**src/rtl/pll_lock_supervisor.sv**
```systemverilog
// Sequences the VGA PLL reset, qualifies lock over a programmable window and
// releases the pixel-domain root reset; re-resets the PLL on loss or timeout.
module pll_lock_supervisor #(
  parameter int RST_PULSE_CYCLES    = 16,
  parameter int LOCK_STABLE_CYCLES  = 1024,
  parameter int LOCK_TIMEOUT_CYCLES = 480000,
  parameter int CNT_W               = 20
) (
  input  logic       clkin,
  input  logic       reset_n,
  input  logic       pll_locked,
  input  logic       force_relock,
  output logic       pll_reset,
  output logic       domain_reset_n,
  output logic       ready,
  output logic       lock_lost,
  output logic [7:0] retry_count
);

  // state     | meaning
  // RESET_PLL | PLL held in reset for RST_PULSE_CYCLES
  // WAIT_LOCK | PLL running, waiting for lock or timeout
  // STABLE    | lock seen, must hold for LOCK_STABLE_CYCLES
  // RUN       | pixel domain released, lock monitored

  if (((64'd1 << CNT_W) <= 64'(RST_PULSE_CYCLES)) ||
      ((64'd1 << CNT_W) <= 64'(LOCK_STABLE_CYCLES)) ||
      ((64'd1 << CNT_W) <= 64'(LOCK_TIMEOUT_CYCLES))) begin : g_cnt_w_check
    $error("pll_lock_supervisor: CNT_W too narrow for the configured counts");
  end

  localparam logic [CNT_W-1:0] RST_LAST     = CNT_W'(RST_PULSE_CYCLES - 1);
  localparam logic [CNT_W-1:0] STABLE_LAST  = CNT_W'(LOCK_STABLE_CYCLES - 1);
  localparam logic [CNT_W-1:0] TIMEOUT_LAST = CNT_W'(LOCK_TIMEOUT_CYCLES - 1);
  localparam logic [CNT_W-1:0] CNT_ONE      = CNT_W'(1);

  typedef enum logic [1:0] {RESET_PLL, WAIT_LOCK, STABLE, RUN} state_t;

  state_t           state;
  logic [CNT_W-1:0] cnt;
  logic             sync_q1;
  logic             locked_s;
  logic [7:0]       retry_inc;

  assign retry_inc = (retry_count == 8'hFF) ? retry_count : retry_count + 8'd1;

  always_ff @(posedge clkin or negedge reset_n) begin
    if (!reset_n) begin
      state          <= RESET_PLL;
      cnt            <= '0;
      sync_q1        <= 1'b0;
      locked_s       <= 1'b0;
      pll_reset      <= 1'b1;
      domain_reset_n <= 1'b0;
      ready          <= 1'b0;
      lock_lost      <= 1'b0;
      retry_count    <= 8'd0;
    end else begin
      sync_q1   <= pll_locked;
      locked_s  <= sync_q1;
      lock_lost <= 1'b0;
      case (state)
        RESET_PLL: begin
          // force_relock deliberately ignored: the pulse in progress completes
          if (cnt == RST_LAST) begin
            state     <= WAIT_LOCK;
            cnt       <= '0;
            pll_reset <= 1'b0;
          end else begin
            cnt <= cnt + CNT_ONE;
          end
        end
        WAIT_LOCK: begin
          if (force_relock) begin
            state     <= RESET_PLL;
            cnt       <= '0;
            pll_reset <= 1'b1;
          end else if (locked_s) begin
            state <= STABLE;
            cnt   <= '0;
          end else if (cnt == TIMEOUT_LAST) begin
            state       <= RESET_PLL;
            cnt         <= '0;
            pll_reset   <= 1'b1;
            retry_count <= retry_inc;
          end else begin
            cnt <= cnt + CNT_ONE;
          end
        end
        STABLE: begin
          if (force_relock) begin
            state     <= RESET_PLL;
            cnt       <= '0;
            pll_reset <= 1'b1;
          end else if (!locked_s) begin
            state <= WAIT_LOCK;
            cnt   <= '0;
          end else if (cnt == STABLE_LAST) begin
            state          <= RUN;
            cnt            <= '0;
            domain_reset_n <= 1'b1;
            ready          <= 1'b1;
          end else begin
            cnt <= cnt + CNT_ONE;
          end
        end
        RUN: begin
          if (force_relock) begin
            state          <= RESET_PLL;
            cnt            <= '0;
            pll_reset      <= 1'b1;
            domain_reset_n <= 1'b0;
            ready          <= 1'b0;
          end else if (!locked_s) begin
            state          <= RESET_PLL;
            cnt            <= '0;
            pll_reset      <= 1'b1;
            domain_reset_n <= 1'b0;
            ready          <= 1'b0;
            lock_lost      <= 1'b1;
            retry_count    <= retry_inc;
          end
        end
        default: begin
          state          <= RESET_PLL;
          cnt            <= '0;
          pll_reset      <= 1'b1;
          domain_reset_n <= 1'b0;
          ready          <= 1'b0;
        end
      endcase
    end
  end

endmodule

```
**config.mk**
```make
export PLATFORM = sky130hd
export DESIGN_NAME = pll_lock_supervisor
export DESIGN_NICKNAME = d
export VERILOG_FILES = /design/src/rtl/pll_lock_supervisor.sv
export SDC_FILE = /design/constraint.sdc
export NUM_CORES = 1
export LEC_CHECK = 0
export CORE_ASPECT_RATIO = 0.8
export CORE_UTILIZATION = 51
export DETAILED_ROUTE_END_ITERATION = 10
export GPL_TIMING_DRIVEN = 1
export PLACE_DENSITY_LB_ADDON = 0.1
export SKIP_CTS_REPAIR_TIMING = 1
export SLEW_MARGIN = 20
export SYNTH_ARGS = -nofsm -noshare
export SYNTH_HDL_FRONTEND = slang
export SYNTH_SLANG_ARGS = --single-unit
```
**constraint.sdc**
```tcl
create_clock -name clkin -period 2 [get_ports clkin]
set_clock_uncertainty 0.15 [all_clocks]
set_input_delay 0.4 -clock clkin [delete_from_list [all_inputs] [get_ports clkin]]
set_output_delay 0.4 -clock clkin [all_outputs]
set_load 0.05 [all_outputs]
```
# Word level (Yosys, flattened, before mapping)
# Cells that the tools add are included.
# word_totals
ff_bits	35
out_inout_bits	12
word_cells	83
# op_classes
n_addsub	2
eq_ne	22
mux	44
n_reduce_logical	7
# ops
op	n
$mux W20	9
$pmux W20 S4	1
$mux W8	6
$add A20 B1 Y20 const B	1
$eq A20 B10 Y1 const B	1
$eq A20 B19 Y1 const B	1
$eq A20 B4 Y1 const B	1
$ne A2 B2 Y1 const B	10
$mux W2	9
$pmux W8 S2	1
$mux W1	15
$reduce_and A5 Y1	2
$ne A3 B3 Y1 const B	3
$add A8 B1 Y8 const B	1
$eq A8 B8 Y1 const B	1
$ne A4 B4 Y1 const B	2
$pmux W2 S4	1
$reduce_and A6 Y1	1
$eq A2 B2 Y1 const B	2
$pmux W1 S4	1
$reduce_and A4 Y1	1
$reduce_bool A2 Y1	2
$eq A2 B1 Y1 const B	1
$logic_not A2 Y1	1
$pmux W1 S2	1

# Logic depth before layout (Yosys ltp)
# logic_depth
word_depth	6
ltp_mapped	8
ltp_nobuf	6

# Worst setup path before layout
# No wires, ideal clock.
# synth_path
path_kind	flip-flop to flip-flop
start	register cnt[14]
end	register cnt[0]
setup_time_ns	0.125
t_arrival_ns	1.851
required_ns	1.725
slack_ns	-0.126
stages_incl_launch_ff	6
cell_sequence	dfrtp_1 > or4_4 > nor2_4 > a31oi_2 > or3_1 > mux2_2
# synth_between
elab_chain_cells	5
word_cells_on_any_way	11
# synth_lines
element	line	source
from (decl)	40	logic [CNT_W-1:0] cnt;
from (signal assigned)	70	cnt <= cnt + CNT_ONE;
from (signal assigned)	87	cnt <= cnt + CNT_ONE;
from (signal assigned)	104	cnt <= cnt + CNT_ONE;
$eq A20 B10 Y1 / $eq A20 B19 Y1 (equally long branches)	98, 81	
$mux W20, on equally long branches	98, 81	
$mux W20, on equally long branches	95, 78	
$mux W20, on equally long branches	91, 74	
$pmux W20 S4 *	62	case (state)
# Mark *: on every way between the ends. The rest lies on a longest branch, timed or not.
# A chain may end at the register's enable or synchronous reset.

# Worst setup path after layout
# layout_path
start	register cnt[7]
end	register cnt[0]
# The elaborated chain is that of the path after synthesis.

==> metrics.cfg <==
[sta]
setup_viol = 27
rsz0062_at_grt = yes
fmax_mhz = 466
slew_headroom = 0.658
slew_viol_final = 0
min_period_ps = 2150
holdWs_ps = 202
worst_slack_ps = -146
period_share = 1.07
worst_pin_slew_ps = 513
hold_viol = 0

[pwr]
leakage_uw = 0.00121
power_density_nw_per_um2 = 910
power_uw = 2380
ir_drop_mv = 0.769

[global_route]
grt_max_degree = 36
grt_pass1_wl_um = 6610
grt_pass1_vias = 1451
overflow = 0
antenna_found_initial = 0
grtUsageTotal = 0.236

[clocking]
cts_max_level = 2
cts-root-buf = clkbuf_8
clkSinkCount = 35
clockBufferDepth = 2
cts_tree = built
path_clk_slew_ps = 70
clkLatencyLatePin_ps = 290
cts_buffers = 5

[critical_path]
path_max_fanout = 2
cp-start-kind = flop
crit_path_end_kind = flop
path_class = flop to flop
crit_arrival_ps = 2180
required_ps = 2030

[layout]
drive_gt1_frac = 0.394
nNetsFinal = 251
post-route-util = 0.765
syn2layout_area_growth_pct = 43.9
post-route-cell-area_um2 = 2620
antenna_cells = 0

[drt]
wl_um = 4490
drt_pass1_iterations = 4
vias_per_cell = 5.69
drc_errors = 0
antenna_left = 0
drtIter0Drc = 157
num_vias = 1638
wl_per_cell_um = 15.6

[run_status]
violations = negative setup slack
outcome = complete, but fails checks

[logic_synthesis]
synth_area_leaders = dfrtp_1, xor2_1, nor2_1, xnor2_1, nand2_1
synth_most_common_cell = dfrtp_1
synthFlopType = dfrtp_1
netlist_instances = 183
ys_top_cells_by_count = dfrtp_1, nor2_1, xor2_1
synth_top_area_frac = 0.468
synth_area_per_cell_um2 = 9.94
synth_area_um2 = 1820
async_reset_ff_frac = 1.00
ys_seq_area_frac = 0.482
ys_types = 44
synth_seq_cells = 35
yosysWarnings = 0
synth_area_leader_cell = dfrtp_1
synth_edf_count = 0
synth_fp_nets = 189

[placed_design]
portBuffers = 15
gp_congestion = 0.857
dpl_cell_area_um2 = 2300
place_hpwl_um = 2930

[die]
dieArea_um2 = 3810
die_height_um = 55.4
initial_utilization = 0.531
core_area_um2 = 3420
die_w_um = 68.8
io_pins = 16
rows = 19

[flow_run]
max_cap_viol_count = 0

[hold_path]
min_path_type = flop to flop

flip-flops by register name (all words and copies together), names as in the netlist:
signal,count
state,2
locked_s,1
sync_q1,1
pll_reset,1
lock_lost,1
retry_count,8
cnt,20
ready,1
layout make-up:
type | count | area (um^2)
Clock inverter | 3 | 67.6
Multi-Input combinational cell | 139 | 1040
Inverter | 2 | 7.51
Sequential cell | 35 | 877
Tap cell | 42 | 52.6
Clock buffer | 5 | 68.8
Timing Repair Buffer | 62 | 504
Fill cell | 229 | 805
per-stage QoR:
stage	worst slack [ps]	TNS (ps)	instances
after floorplan	-114	-986	183
after detailed placement	-275	-6080	275
final	-146	-2660	288
after global placement	-240	-4680	275
after global routing	-190	-4430	288
after CTS	-259	-4640	283
worst max-delay path, stage by stage, from the launching register on:
cell and delay [ps]:
dfrtp_1 390, or4_4 560, nor3_4 170, a31oi_4 110, or3_4 390, mux2_4 270
worst paths after layout:
| check | depth (start not counted) | slack (ps) | endpoint | startpoint |
|---|---|---|---|---|
| worst max-delay path | 5 | -150 | cnt[0] | cnt[7] |
| worst min-delay path | 0 | 200 | locked_s | sync_q1 |
| worst max register to register | 5 | -150 | cnt[0] | cnt[7] |
| worst min register to register | 0 | 200 | locked_s | sync_q1 |
| max in group asynchronous | 2 | 990 | pll_reset | reset_n |
| min in group asynchronous | 2 | 360 | cnt[18] | reset_n |
layout by cell type (no fill, tap or decap), types with 2 or more instances in the layout:
cell type and n:
bufinv_16 2, a311oi_1 2, nor4_1 2, clkbuf_8 5, and3_4 2, and4_1 2
or4_4 2, buf_4 53, xnor2_1 7, clkdlybuf4s50_1 3, o21ai_0 4, nor3_1 2
nand2_1 15, nor4_4 2, nand4b_1 2, a31oi_4 2, inv_1 2, nor3_4 3
nand3_1 10, nand4_1 8, nor2_1 30, buf_6 5, nor2_4 2, dfrtp_1 34
xor2_1 16
cell families after synthesis:
group / synth area share
flip-flops: 0.482
XOR/XNOR: 0.116
multiplexers: 0.0124
buffers and inverters: 0.0241
AND/OR/NAND/NOR: 0.274
adder cells (fa/ha/maj): 0.0138
AO/OA/AOI/OAI: 0.0784
layer usage:
metal  global-route usage  wire length, um
met3               0.0764              193
met2                0.329             2010
met1                0.351             2220
met5                    0                0
met4               0.0671               61
power breakdown:
part	internal, uW	total [uW]	switching [uW]
combinational	362	775	414
clock	497	758	261
sequential	785	850	65.6
Note: power is estimated with default switching activity, not from simulation.
